===== src/rtl/fetch_pkg.sv =====
// Shared types and constants for the instruction-fetch front end.
package fetch_pkg;

  typedef enum logic [1:0] {
    IDLE,
    FETCH,
    FLUSH
  } state_e;

  localparam int unsigned INSTR_W = 32;
  localparam int unsigned PC_STEP = 4;

endpackage


===== src/rtl/sync_fifo.sv =====
// Synchronous FIFO with single-cycle flush; head data is the oldest entry.
module sync_fifo #(
  parameter int unsigned WIDTH = 96,
  parameter int unsigned DEPTH = 4,
  localparam int unsigned AW = $clog2(DEPTH),
  localparam int unsigned CW = AW + 1
) (
  input  logic             clk_i,
  input  logic             rst_ni,
  input  logic             push_i,
  input  logic [WIDTH-1:0] data_i,
  input  logic             pop_i,
  input  logic             flush_i,
  output logic [CW-1:0]    count_o,
  output logic [WIDTH-1:0] head_o
);

  logic [WIDTH-1:0] mem_q [DEPTH];
  logic [AW-1:0]    wr_ptr_q, rd_ptr_q;
  logic [CW-1:0]    count_q, count_d;

  // Occupancy after this cycle's push/pop.
  always_comb begin
    count_d = count_q + CW'(push_i) - CW'(pop_i);
  end

  // Pointers wrap naturally since DEPTH is a power of two.
  always_ff @(posedge clk_i or negedge rst_ni) begin
    if (!rst_ni) begin
      wr_ptr_q <= '0;
      rd_ptr_q <= '0;
      count_q  <= '0;
    end else if (flush_i) begin
      wr_ptr_q <= '0;
      rd_ptr_q <= '0;
      count_q  <= '0;
    end else begin
      if (push_i) wr_ptr_q <= wr_ptr_q + AW'(1);
      if (pop_i)  rd_ptr_q <= rd_ptr_q + AW'(1);
      count_q <= count_d;
    end
  end

  // Storage needs no reset: the head is only meaningful while count_o > 0.
  always_ff @(posedge clk_i) begin
    if (push_i && !flush_i) mem_q[wr_ptr_q] <= data_i;
  end

  assign count_o = count_q;
  assign head_o  = mem_q[rd_ptr_q];

endmodule


===== src/rtl/fetch_queue.sv =====
// Fetch front end: sequential PC requests, in-order responses buffered for decode,
// redirect flushes the queue and drops wrong-path responses still in flight.
module fetch_queue
  import fetch_pkg::*;
#(
  parameter int unsigned   N        = 64,
  parameter int unsigned   DEPTH    = 4,
  parameter logic [N-1:0]  RESET_PC = '0
) (
  input  logic                clk,
  input  logic                reset,
  output logic                imem_req_valid,
  input  logic                imem_req_ready,
  output logic [N-1:0]        imem_addr,
  input  logic                imem_rsp_valid,
  input  logic [INSTR_W-1:0]  imem_rsp_data,
  input  logic                redirect_valid,
  input  logic [N-1:0]        redirect_pc,
  output logic                instr_valid_D,
  input  logic                instr_ready_D,
  output logic [INSTR_W-1:0]  instr_D,
  output logic [N-1:0]        pc_D
);

  localparam int unsigned CW = $clog2(DEPTH) + 1;
  localparam int unsigned EW = N + INSTR_W;
  localparam logic [CW:0] DEPTH_LIM = (CW + 1)'(DEPTH);

  state_e        state_q, state_d;
  logic [N-1:0]  fetch_pc_q, fetch_pc_d;
  logic [N-1:0]  rsp_pc_q, rsp_pc_d;
  logic [CW-1:0] outstanding_q, outstanding_d;
  logic [CW-1:0] drop_cnt_q, drop_cnt_d;

  logic [CW-1:0] fifo_count;
  logic [EW-1:0] fifo_head;
  logic [CW:0]   credit_used;
  logic          req_fire, push, pop;

  // Buffered plus in-flight entries may never exceed the queue size.
  assign credit_used    = {1'b0, fifo_count} + {1'b0, outstanding_q};
  assign imem_req_valid = (state_q == FETCH) && (credit_used < DEPTH_LIM);
  assign imem_addr      = fetch_pc_q;
  assign req_fire       = imem_req_valid && imem_req_ready;

  // A response landing in the redirect cycle is wrong-path and is dropped.
  assign push          = imem_rsp_valid && (drop_cnt_q == '0) && !redirect_valid;
  assign instr_valid_D = (fifo_count != '0);
  assign pop           = instr_valid_D && instr_ready_D && !redirect_valid;
  assign instr_D       = instr_valid_D ? fifo_head[INSTR_W-1:0] : '0;
  assign pc_D          = instr_valid_D ? fifo_head[EW-1:INSTR_W] : '0;

  sync_fifo #(
    .WIDTH (EW),
    .DEPTH (DEPTH)
  ) u_fifo (
    .clk_i   (clk),
    .rst_ni  (reset),
    .push_i  (push),
    .data_i  ({rsp_pc_q, imem_rsp_data}),
    .pop_i   (pop),
    .flush_i (redirect_valid),
    .count_o (fifo_count),
    .head_o  (fifo_head)
  );

  // Next-state: PC/counter updates, then redirect overrides everything.
  always_comb begin
    state_d       = state_q;
    fetch_pc_d    = fetch_pc_q;
    rsp_pc_d      = rsp_pc_q;
    drop_cnt_d    = drop_cnt_q;
    outstanding_d = outstanding_q + CW'(req_fire) - CW'(imem_rsp_valid);

    if (req_fire) fetch_pc_d = fetch_pc_q + N'(PC_STEP);
    if (push)     rsp_pc_d   = rsp_pc_q + N'(PC_STEP);
    if (imem_rsp_valid && (drop_cnt_q != '0)) drop_cnt_d = drop_cnt_q - CW'(1);

    if (redirect_valid) begin
      fetch_pc_d = redirect_pc;
      rsp_pc_d   = redirect_pc;
      // Everything still in flight after this cycle is wrong-path.
      drop_cnt_d = outstanding_d;
      state_d    = (outstanding_d != '0) ? FLUSH : FETCH;
    end else begin
      unique case (state_q)
        IDLE:    state_d = FETCH;
        FETCH:   state_d = FETCH;
        FLUSH:   if (drop_cnt_d == '0) state_d = FETCH;
        default: state_d = IDLE;
      endcase
    end
  end

  // Control state registers.
  always_ff @(posedge clk or negedge reset) begin
    if (!reset) begin
      state_q       <= IDLE;
      fetch_pc_q    <= RESET_PC;
      rsp_pc_q      <= RESET_PC;
      outstanding_q <= '0;
      drop_cnt_q    <= '0;
    end else begin
      state_q       <= state_d;
      fetch_pc_q    <= fetch_pc_d;
      rsp_pc_q      <= rsp_pc_d;
      outstanding_q <= outstanding_d;
      drop_cnt_q    <= drop_cnt_d;
    end
  end

endmodule


===== config.mk =====
export PLATFORM = sky130hd
export DESIGN_NAME = fetch_queue
export DESIGN_NICKNAME = d
export VERILOG_FILES = /design/src/rtl/fetch_pkg.sv /design/src/rtl/sync_fifo.sv /design/src/rtl/fetch_queue.sv
export SDC_FILE = /design/constraint.sdc
export NUM_CORES = 1
export LEC_CHECK = 0
export BUFFER_PORTS_ARGS = -buffer_cell sky130_fd_sc_hd__buf_2
export CORE_UTILIZATION = 38
export CTS_CLUSTER_DIAMETER = 80
export DETAILED_ROUTE_END_ITERATION = 10
export HOLD_SLACK_MARGIN = 0.02
export SETUP_SLACK_MARGIN = 0.1
export SKIP_CTS_REPAIR_TIMING = 1
export SYNTH_ARGS = -nofsm -noshare
export SYNTH_HDL_FRONTEND = slang
export SYNTH_HIERARCHICAL = 1
export SYNTH_SLANG_ARGS = --single-unit

===== constraint.sdc =====
create_clock -name clk -period 3.88 [get_ports clk]
set_input_delay 0.388 -clock clk [delete_from_list [all_inputs] [get_ports clk]]
set_output_delay 0.388 -clock clk [all_outputs]
set_load 0.005 [all_outputs]

; ---- After elaboration in Yosys (flattened, before gate mapping)
; Memory sizes are Yosys's and may differ from the RTL's.
; Index checks and enable logic that the tools add are counted.
[word_totals]
register_bits = 143
ramBits = 384
in_bits = 102
wordCells = 61
n_memories = 1
[op_classes]
add_sub_neg = 10
order_cmp = 1
eq_ne = 3
muxes = 19
reduce_logical = 19
[mem_list]
columns = name, depth, word_bits, rd, rd_ports_with_merged_regs, wr, line_no
row1 = u_fifo.mem_q, 4, 96, 1, 0, 1, sync_fifo.sv:18  ; logic [WIDTH-1:0] mem_q [DEPTH];
[ops]
columns = operator, count
row1 = 64-bit two-way mux, 5
row2 = 64-bit by 3-bit adder with 64-bit output (second input constant), 2
row3 = 32-bit two-way mux, 1
row4 = 2-bit two-way mux, 7
row5 = 3-bit two-way mux, 3
row6 = 3-bit nonzero test, 3
row7 = 1-bit logical AND, 8
row8 = 3-bit by 1-bit adder with 3-bit output, 2
row9 = 3-bit zero test, 2
row10 = 2-bit nonzero test, 3
row11 = 3-bit by 1-bit subtractor with 3-bit output, 2
row12 = 2-bit by 1-bit adder with 2-bit output (second input constant), 2
row13 = 3-bit by 3-bit adder with 4-bit output, 1
row14 = 4-bit by 3-bit less-than comparator with 1-bit output (second input constant), 1
row15 = 2-bit one-hot mux with 2 select lines, 1
row16 = 3-bit != test (second input constant), 1
row17 = 3-bit by 1-bit subtractor with 3-bit output (second input constant), 1
row18 = 2-bit by 1-bit equality test with 1-bit output (second input constant), 1
row19 = 2-bit equality test (second input constant), 1
row20 = 2-bit zero test, 1
row21 = 1-bit two-way mux, 2
row22 = 2-bit OR reduction, 1
row23 = 1-bit zero test, 1

; ---- Longest topological paths before layout
; Gate-level depths: netlist (run 1).
[logic_depth]
word_depth = 9
ltp_mapped = 13

; ---- Modules after synthesis
; Netlist (run 1), hierarchy kept.
[modules_own_cells]
columns = module, n_inst, cells_each, area_each_um2, seq_area_each_um2
row1 = sync_fifo, 1, 539, 14262.4, 11706.2
row2 = fetch_queue, 1, 1020, 8889.8, 3403.3

; ---- Worst setup path before layout (run 1)
; No wires, ideal clock.
[synth_timing]
path_type = input to register
from = input port redirect_valid
to = memory u_fifo.mem_q[0][0] (enable)
arrival_time_ns = 3.842
required_time_ns = 3.414
path_slack_ns = -0.428
path_stages = 7
path_buffers = 4
cell_sequence = clkbuf_1 clkbuf_1 clkbuf_1 clkbuf_1 nor2_1 nor2b_1 and2_1
[synth_between]
elab_chain_len = 5
[synth_rtl]
columns = element, line_no
row1 = "start, declared", fetch_queue.sv:17  ; input logic redirect_valid,
row2 = 1-bit zero test, fetch_queue.sv:47  ; assign push = imem_rsp_valid && (drop_cnt_q == '0) && !redirect_valid;
row3 = 1-bit logical AND, fetch_queue.sv:47
row4 = via push, fetch_queue.sv:38  ; logic req_fire, push, pop;
row5 = 1-bit logical AND, sync_fifo.sv:46  ; if (push_i && !flush_i) mem_q[wr_ptr_q] <= data_i;
row6 = 1-bit two-way mux, sync_fifo.sv:46
row7 = 1-bit two-way mux (not written as such), sync_fifo.sv:46
row8 = "end, declared", sync_fifo.sv:18
; The timed path passes the listed nets, and every way through them passes these cells.

; ---- Worst setup path after layout (run 1)
[layout_timing]
from = register outstanding_q[2]
to = register state_q[1]
[layout_between]
elab_chain_len = 9
[layout_rtl]
columns = element, line_no
row1 = "start, declared", fetch_queue.sv:32  ; logic [CW-1:0] outstanding_q, outstanding_d;
row2 = "start signal, assigned", fetch_queue.sv:107  ; outstanding_q <= outstanding_d;
row3 = 3-bit by 3-bit adder with 4-bit output, fetch_queue.sv:41  ; assign credit_used = {1'b0, fifo_count} + {1'b0, outstanding_q};
row4 = 4-bit by 3-bit less-than comparator with 1-bit output, fetch_queue.sv:42  ; assign imem_req_valid = (state_q == FETCH) && (credit_used < DEPTH_LIM);
row5 = 1-bit logical AND, fetch_queue.sv:42
row6 = 1-bit logical AND, fetch_queue.sv:44  ; assign req_fire = imem_req_valid && imem_req_ready;
row7 = 3-bit by 1-bit adder with 3-bit output (*), fetch_queue.sv:73  ; outstanding_d = outstanding_q + CW'(req_fire) - CW'(imem_rsp_valid);
row8 = 3-bit by 1-bit subtractor with 3-bit output (*), fetch_queue.sv:73
row9 = via outstanding_d[2], fetch_queue.sv:32
row10 = 3-bit nonzero test (*), fetch_queue.sv:84  ; state_d = (outstanding_d != '0) ? FLUSH : FETCH;
row11 = 2-bit two-way mux (*), fetch_queue.sv:84
row12 = 2-bit two-way mux (*), fetch_queue.sv:79  ; if (redirect_valid) begin
row13 = "end signal, assigned", fetch_queue.sv:104  ; state_q <= state_d;
row14 = "end, declared", fetch_queue.sv:29  ; state_e state_q, state_d;
; The timed path passes the listed nets; every way through them passes the cells marked *.
; A chain may end at the register's enable or synchronous reset.

==> metrics.txt, run 1 <==
Comb pwr share=17.8%; Die Area=61900 µm²; Antenna Cells=0; CTS buffer count=55; Die Height=249 µm; Worst Setup EP=state_q[1]; CP Capture Type=flip-flop; std cell rows=90; Starting Density=38.4%; Seq pwr share=45.8%; Critical Path Fanout Max=9; worst reg2reg path startpoint=outstanding_q[2]; Post-Synthesis Cells=1559; Core Area=60200 µm²; Post-Layout Cell Count=2692; Final Power=14.7 mW; reg2reg end=state_q[1]; GRT Total Usage=19.6%; Sw Ratio=26.6%; Port-buffer cells=263; ys flop type=edfxtp_1; Clock Pin Slew Worst Setup and Hold Paths=0.06 ns; HP Class=input port to flip-flop; CP max stage cell=dfrtp_1; syn nets=1677; Max Clock Skew=0.0310 ns; Final TNS setup=0 ns; cell chain of the critical path=ha_1 -> nor4_1 -> and4_1 -> clkinv_1 -> ha_1 -> inv_1 -> ha_1 -> fa_1 -> xnor2_1 -> xnor2_1 -> o31ai_1 -> o31ai_1; footprint of the multi-input gates=7580 µm²; placed instance area=25500 µm²; Crit path arrival time=3.86 ns; latest clock arrival within the worst-skew pair=0.60 ns; R2R cell count=12; crit path time final=3.39 ns; number of fill cells=5359; nets@finish=1988; Max Freq=295 MHz; relative slew slack=34.2%; Post-synth ARST share=27.1%; #FFs+latches synth=527; total congestion overflow=0; Post-DP HPWL=41600 µm; Final Hold Viols=0; final setup fails=0; Critical Path RT=4.35 ns; yosys warns=6; min-delay src=redirect_pc[0]; DRT Pass-1 Iters=5; Vias=15000; CTS tree=done; io pins=264; Max VDD drop=0.330 mV; crit path kind=flip-flop to flip-flop; ANT nets after route=0; Util after Layout=46.0%; H-tree depth=2; DP Worst Slack=0.516 ns; Clk pwr share=36.4%; vias in the first global route=14700; register area=15100 µm²; Clock Tree Root=clkbuf_16; largest net degree at the start of global routing=143; commonest non-fill, non-tap cell in the layout=edfxtp_1; gp weighted congestion=0.832; fin crit share=87.5%; final wirelength=61500 µm; Sink Count=527; clock buffer depth=3; P_int=10.8 mW; leak pwr=9.93 nW; RSZ-0062 raised after global routing=false; first-pass GRT wire length=92400 µm; synth-to-layout area growth=19.6%; worst slew pin tran=0.986 ns; CP startpoint=outstanding_q[2]; power per cell area=531 nW/µm²; initial antenna violation count=3; register area share after synthesis=65.3%; Fin Hold WS=0.0361 ns; Hold Path Cell Cnt=3; most frequent cells in the layout=384 x edfxtp_1, 261 x buf_2, 141 x dfrtp_1; sw power=3.91 mW; final count of pins violating max slew=0; synthesized area=23200 µm²; post-route setup slack=0.487 ns; DRT iter0 DRCs=1397; post-route cell area=27700 µm²; Setup crit start kind=flip-flop; number of enable flip-flop cells after synthesis=384; post-synth cell types=67; mean area per synthesized cell=14.9 µm²; average wire per standard cell=22.9 µm; layout cell share with drive strength beyond 1=28.0%; CP dominant cell by count=ha_1; Die W=249 µm; drt drc=0; flop2flop setup slack=0.49 ns; MaxCap Viol Count=0; Slowest Stage Delay on Critical Path=0.41 ns; outcome=completed; placed insts=2562; Via density=5.59
worst min path at each step:
stage	to	slack [ns]
finish	imem_addr[0]	0.04
global route	rsp_pc_q[9]	0.03
CTS	imem_addr[5]	-0.09
detailed placement	state_q[1]	0.50
global placement	state_q[1]	0.48
floorplan	drop_cnt_q[0]	0.09
registers in the layout, summed over array words and instances (netlist names):
| name | cells |
|---|---|
| outstanding_q | 3 |
| u_fifo/mem_q | 384 |
| rsp_pc_q | 64 |
| state_q | 2 |
| u_fifo/count_o | 3 |
| imem_addr | 64 |
| drop_cnt_q | 3 |
| u_fifo/rd_ptr_q | 2 |
| u_fifo/wr_ptr_q | 2 |
critical path, delay by kind of cell, from the launching register on:
| kind | cells | cell delay (ns) |
|---|---|---|
| fa+ha+maj | 4 | 1.24 |
| simple gates | 2 | 0.59 |
| compound gates | 2 | 0.42 |
| flops | 1 | 0.41 |
| xor+xnor | 2 | 0.31 |
| buf+inv | 2 | 0.29 |
layout make-up:
| class | instances | share of cell area [%] |
|---|---|---|
| Tap cell | 782 | 3.53 |
| Clock buffer | 69 | 5.46 |
| Sequential cell | 527 | 54.6 |
| Multi-Input combinational cell | 925 | 27.4 |
| Inverter | 29 | 0.402 |
| Timing Repair Buffer | 332 | 7.54 |
| Clock inverter | 28 | 1.15 |
kinds of logic after synthesis:
kind of cell / synth area share (%)
AO/OA/AOI/OAI: 5.13
XOR/XNOR: 2.10
adder cells (fa/ha/maj): 0.930
buffers and inverters: 2.06
flip-flops: 65.3
multiplexers: 11.1
AND/OR/NAND/NOR: 13.4
cell usage after synthesis, drive strengths merged (4+ instances only):
library cell    n  area (µm²)
edfxtp        384       11500
a21o            4        30.0
nand4          39         284
a311oi         21         184
dfrtp         143        3580
or3            14        90.1
and3           31         194
o21ai          24         120
o311ai          6        52.6
buf            25         168
nor3           42         220
nor4b           6        52.6
nand2b          9        56.3
o31a            7        61.3
inv            28         105
and2          109         684
nor2           91         342
mux2i           7        70.1
or4            20         150
and4           12         105
mux4           96        2160
nor4           23         174
o31ai          24         180
clkbuf         53         200
nand2          73         274
o21a            5        37.5
mux2           30         338
nor2b          11        68.8
a21oi          15        75.1
ha             14         175
a211oi         19         143
xnor2          32         280
a31oi          30         188
nand3          65         325
xor2           21         184
per-layer routing:
metal  part of all wire [%]  global-route usage, %
met5                  0.037                      0
met4                    2.2                   5.16
met3                    6.3                   4.16
met2                     47                   31.1
met1                     44                   27.5
power by group through the flow:
stage          Sequential [mW]  Combinational [mW]  Clock, mW
2_1_floorplan             6.68                1.61          0
3_3_place_gp              6.82                2.61          0
3_5_place_dp              6.84                2.65          0
4_1_cts                   6.73                2.66       5.48
5_1_grt                   6.78                2.87       5.68
6_report                  6.73                2.61       5.36
(Power assumes the default switching activity.)
==> run 2, diff against run 1 <==
CORE_ASPECT_RATIO = 1.5   (was not set)
==> run 2 against run 1 <==
Net effect: worst hold slack better by 0.0012 ns; first-iteration DRC count down 42%; global-route usage about the same; sequential share of layout area up 0.79 points; utilization down 0.58 points; total power down 5.1%; largest cell class unchanged.
==> metrics.txt, run 2 (same netlist as run 1, synthesis figures left out) <==
DRT iter0 DRCs=810 (-42%); min-delay src=imem_rsp_data[14]; Post-DP HPWL=41200 µm (-1.1%); CP Capture Type=flip-flop; final wirelength=60400 µm (-1.9%); vias in the first global route=15000 (+2.5%); most frequent cells in the layout=384 x edfxtp_1, 261 x buf_2, 141 x dfrtp_1; largest net degree at the start of global routing=143 (unchanged); CTS buffer count=50 (-9.1%); Via density=5.50 (-1.6%); power per cell area=511 nW/µm² (-3.7%); RSZ-0062 raised after global routing=false; fin crit share=86.3% (-1.1 points); Max Freq=298 MHz (+1.3%); Clock Pin Slew Worst Setup and Hold Paths=0.07 ns (about the same); GRT Total Usage=19.6% (-0.024 points); final setup fails=0 (unchanged); flop2flop setup slack=0.53 ns (+0.04 ns); Die W=204 µm (-18%); Die Area=61900 µm² (about the same); Post-Layout Cell Count=2674 (-0.67%); Vias=14700 (-2.2%); synth-to-layout area growth=18.0%; placed insts=2557 (-0.20%); Slowest Stage Delay on Critical Path=0.41 ns (about the same); Critical Path Fanout Max=9 (unchanged); Critical Path RT=4.33 ns (-0.02 ns); Port-buffer cells=263 (unchanged); Setup crit start kind=flip-flop; gp weighted congestion=0.809 (-2.7%); Clock Tree Root=clkbuf_16; post-route cell area=27300 µm² (-1.4%); post-route setup slack=0.530 ns (+0.0434 ns); first-pass GRT wire length=92200 µm (-0.20%); DRT Pass-1 Iters=5 (unchanged); Max Clock Skew=0.0154 ns (-0.0156 ns); Crit path arrival time=3.80 ns (-0.06 ns); crit path kind=flip-flop to flip-flop; drt drc=0 (unchanged); Sink Count=527 (unchanged); layout cell share with drive strength beyond 1=27.0% (-0.97 points); crit path time final=3.35 ns (-0.0434 ns); Final TNS setup=0 ns (unchanged); placed instance area=25500 µm² (-0.20%); Hold Path Cell Cnt=1 (-2); R2R cell count=12 (unchanged); nets@finish=1974 (-0.70%); Util after Layout=45.4% (-0.58 points); cell chain of the critical path=ha_1 -> nor4_1 -> and4_1 -> clkinv_1 -> ha_1 -> inv_1 -> ha_1 -> fa_1 -> xnor2_1 -> xnor2_1 -> o31ai_1 -> o31ai_1; ANT nets after route=0 (unchanged); commonest non-fill, non-tap cell in the layout=edfxtp_1; MaxCap Viol Count=0 (unchanged); HP Class=input port to flip-flop; final count of pins violating max slew=0 (unchanged); Starting Density=38.5% (+0.064 points); total congestion overflow=0 (unchanged); clock buffer depth=3 (unchanged); Top reg by flops=u_fifo/mem_q; leak pwr=9.73 nW (-2.0%); std cell rows=110 (+22%); relative slew slack=38.2% (+3.9 points); CP max stage cell=dfrtp_1; Worst Hold Endpoint=u_fifo/mem_q[0][14]; Final Power=14.0 mW (-5.1%); reg2reg end=state_q[1]; CP dominant cell by count=ha_1; CTS tree=done; latest clock arrival within the worst-skew pair=0.59 ns (about the same); Core Area=60100 µm² (-0.17%); Die Height=304 µm (+22%); outcome=completed; flip-flop count of the largest register after layout=384 (unchanged); worst reg2reg path startpoint=outstanding_q[2]; io pins=264 (unchanged); Antenna Cells=0 (unchanged); average wire per standard cell=22.6 µm (-1.2%); DP Worst Slack=0.560 ns (+0.0433 ns); Fin Hold WS=0.0373 ns (+0.00119 ns); Max VDD drop=0.349 mV (+5.7%); Final Hold Viols=0 (unchanged); H-tree depth=2 (unchanged); initial antenna violation count=0 (-3); worst slew pin tran=0.928 ns (-0.0588 ns)
## run 2: changes by cell type in the layout (fill, tap and decap cells not counted), sizes merged
cell         before  now
clkinvlp          1    0
clkinv           19   18
dlygate4sd3      33   31
clkbuf           69   67
inv              30   29
buf             299  292
bufinv            7    1
## run 2: area by class of cell
| type | count | area [µm²] |
|---|---|---|
| fill | 5364 | 32800 |
| sequential | 527 | 15100 |
| tap | 784 | 981 |
| timing repair buffer | 323 | 2020 |
| clock buffer | 67 | 1390 |
| clock inverter | 19 | 114 |
| inverter | 29 | 111 |
| multi-input combinational | 925 | 7580 |
## run 2: how the worst max path moves through the flow
stage	start	end	cells past startpoint
detailed placement	outstanding_q[2]	state_q[1]	12
global placement	outstanding_q[2]	state_q[1]	12
CTS	outstanding_q[2]	state_q[1]	12
floorplan	redirect_valid	u_fifo/mem_q[0][0]	7
global route	outstanding_q[2]	state_q[1]	12
finish	outstanding_q[2]	state_q[1]	12
## run 2: critical path: cells and delay by family (launching register included)
kind                       cells  cell delay (ns)
adders and majority gates      4             1.24
and+or+nand+nor                2             0.57
DFF                            1             0.41
AOI/OAI and AO/OA              2             0.40
xor gates and xnor gates       2             0.31
buffers and inverters          2             0.28
## run 2: power breakdown
group	internal, mW	leakage, nW	switching, mW	total [mW]
Clock	2.57	0.745	2.06	4.63
Combinational	1.23	3.87	1.36	2.59
Sequential	6.35	5.11	0.383	6.73
## run 2: layer usage
layer	up-vias	part of all wire [%]	GRT usage [%]
met5	-	0	0
met4	0	3.5	7.73
met3	104	4.8	2.45
met2	485	49	32.5
met1	7444	43	26.1
li1	6675	-	-
==> run 3, diff against run 2 <==
BUFFER_PORTS_ARGS = -buffer_cell sky130_fd_sc_hd__buf_4   (was -buffer_cell sky130_fd_sc_hd__buf_2)
==> run 3 against run 2 <==
Net effect: utilization is 1.5 points higher; flip-flop and latch count stayed put; non-clock buffer count is 4 higher; via count is 0.55% higher; global-route usage is 0.35 points lower; combinational power is 12% higher; clock power is 12% higher; largest power group unchanged; cell area is 3.3% higher; clock skew is 0.012 ns higher; critical path depth stayed put.
==> metrics.txt, run 3 (same netlist as run 1, synthesis figures left out) <==
outcome=completed; M2 GR Usage=32.4% (-0.13 points); Crit path arrival time=3.75 ns (-0.05 ns); crit path time final=3.31 ns (-0.0391 ns); Clock Tree Root=clkbuf_16; synth-to-layout area growth=21.8%; commonest non-fill, non-tap cell in the layout=edfxtp_1; DRT iter0 DRCs=794 (-2.0%); std cell rows=110 (unchanged); flop2flop setup slack=0.57 ns (+0.04 ns); CP Capture Type=flip-flop; power per cell area=523 nW/µm² (+2.5%); final wirelength=59800 µm (-0.98%); final setup fails=0 (unchanged); placed insts=2559 (+0.078%); Top reg by flops=u_fifo/mem_q; io pins=264 (unchanged); number of fill cells=5264 (-1.9%); Starting Density=38.5% (unchanged); largest net degree at the start of global routing=143 (unchanged); CTS buffer count=49 (-2.0%); Slowest Stage Delay on Critical Path=0.40 ns (about the same); critical path's top delay family=adder cells; layout cell share with drive strength beyond 1=27.5% (+0.43 points); CP max stage cell=dfrtp_1; nets@finish=1977 (+0.15%); Max Clock Skew=0.0271 ns (+0.0117 ns); Vias=14800 (+0.55%); CP startpoint=outstanding_q[2]; vias in the first global route=14600 (-3.1%); clock buffer depth=3 (unchanged); Antenna Cells=0 (unchanged); first-pass GRT wire length=90000 µm (-2.4%); ANT nets after route=0 (unchanged); Max Freq=302 MHz (+1.2%); Final TNS setup=0 ns (unchanged); GRT Total Usage=19.3% (-0.35 points); most frequent cells in the layout=384 x edfxtp_1, 280 x buf_4, 141 x dfrtp_1; Setup crit start kind=flip-flop; CTS tree=done; HP Class=input port to flip-flop; GRT busiest layer=met2; Post-DP HPWL=40900 µm (-0.65%); critical path depth=12 (unchanged); latest clock arrival within the worst-skew pair=0.59 ns (about the same); register area=15100 µm² (unchanged); R2R cell count=12 (unchanged); crit path kind=flip-flop to flip-flop; cell chain of the critical path=ha_1 -> nor4_1 -> and4_1 -> clkinv_1 -> ha_1 -> inv_1 -> ha_1 -> fa_1 -> xnor2_1 -> xnor2_1 -> o31ai_1 -> o31ai_1; Worst Setup EP=state_q[1]; initial antenna violation count=1 (+1); leak pwr=9.97 nW (+2.5%); footprint of the multi-input gates=7580 µm² (unchanged); Critical Path RT=4.32 ns (about the same); MaxCap Viol Count=0 (unchanged); Fin Hold WS=0.0374 ns (+0.0000898 ns); CP dominant cell by count=ha_1; Max VDD drop=0.380 mV (+9.0%); Worst Path Buf+Inv=2 (unchanged); Sink Count=527 (unchanged); drt drc=0 (unchanged); Die W=204 µm (unchanged); reg2reg end=state_q[1]; Final Hold Viols=0 (unchanged); average wire per standard cell=22.3 µm (-1.2%); Die Area=61900 µm² (unchanged); Critical Path Fanout Max=9 (unchanged); H-tree depth=2 (unchanged); Via density=5.52 (+0.29%); final count of pins violating max slew=0 (unchanged); Clock Pin Slew Worst Setup and Hold Paths=0.06 ns (about the same); gp weighted congestion=0.835 (+3.2%); worst slew pin tran=0.925 ns (-0.00217 ns); flip-flop count of the largest register after layout=384 (unchanged); RSZ-0062 raised after global routing=false; met1 GRT Util=25.5% (-0.59 points); Core Area=60100 µm² (unchanged); total congestion overflow=0 (unchanged); DRT Pass-1 Iters=5 (unchanged); fin crit share=85.3% (-1.0 points); worst reg2reg path startpoint=outstanding_q[2]; Port-buffer cells=263 (unchanged); relative slew slack=38.3% (+0.14 points); Die Height=304 µm (unchanged); grt met3 use=2.93% (+0.48 points); Post-Layout Cell Count=2681 (+0.26%)
## run 3: changes by cell type in the layout (fill, tap and decap cells not counted), sizes merged
cell,before,now
buf,292,294
bufinv,1,10
clkbuf,67,59
clkinv,18,14
clkinvlp,0,6
dlygate4sd3,31,33
## run 3: cell type report
cell class	count	share of cell area, %
timing repair buffer	327	9.58
tap	784	3.48
clock inverter	30	1.47
sequential	527	53.6
inverter	29	0.395
multi-input combinational	925	26.9
clock buffer	59	4.63
## run 3: worst reg2reg max path, delay by kind of cell, from the launching register on
| family | cells | cell delay [ns] |
|---|---|---|
| AO/OA/AOI/OAI | 2 | 0.42 |
| XOR/XNOR | 2 | 0.32 |
| adder cells (fa/ha/maj) | 4 | 1.23 |
| buffers and inverters | 2 | 0.26 |
| flip-flops | 1 | 0.40 |
| AND/OR/NAND/NOR | 2 | 0.55 |
## run 3: metal layers
metal | part of all wire [%] | routed length, µm
met2 | 50 | 30200
met4 | 2.8 | 1650
met3 | 5.1 | 3070
met5 | 0.015 | 9
met1 | 42 | 24900
## run 3: how the worst min path moves through the flow
stage | start | end | slack, ns | cells past startpoint
CTS | reset | imem_addr[0] | -0.19 | 1
floorplan | reset | drop_cnt_q[0] | 0.09 | 0
detailed placement | reset | imem_addr[0] | 0.46 | 1
global placement | reset | imem_addr[0] | 0.45 | 1
finish | redirect_pc[0] | imem_addr[0] | 0.04 | 3
global route | redirect_pc[31] | imem_addr[31] | 0.04 | 2
## run 3: per-stage QoR
stage          util, %  power [mW]  setup slack (ns)  cell area (µm²)
2_1_floorplan        -        8.28             0.638            23200
3_3_place_gp      43.5        9.73             0.610            26200
3_5_place_dp      43.5        9.78             0.567            26200
4_1_cts           46.4        15.0             0.535            27900
5_1_grt           46.9        15.4             0.277            28200
6_report          46.9        14.8             0.569            28200
## run 3: report_power, final
part	internal [mW]	switching, mW
clock network	3.07	2.10
logic	1.51	1.39
registers	6.35	0.364
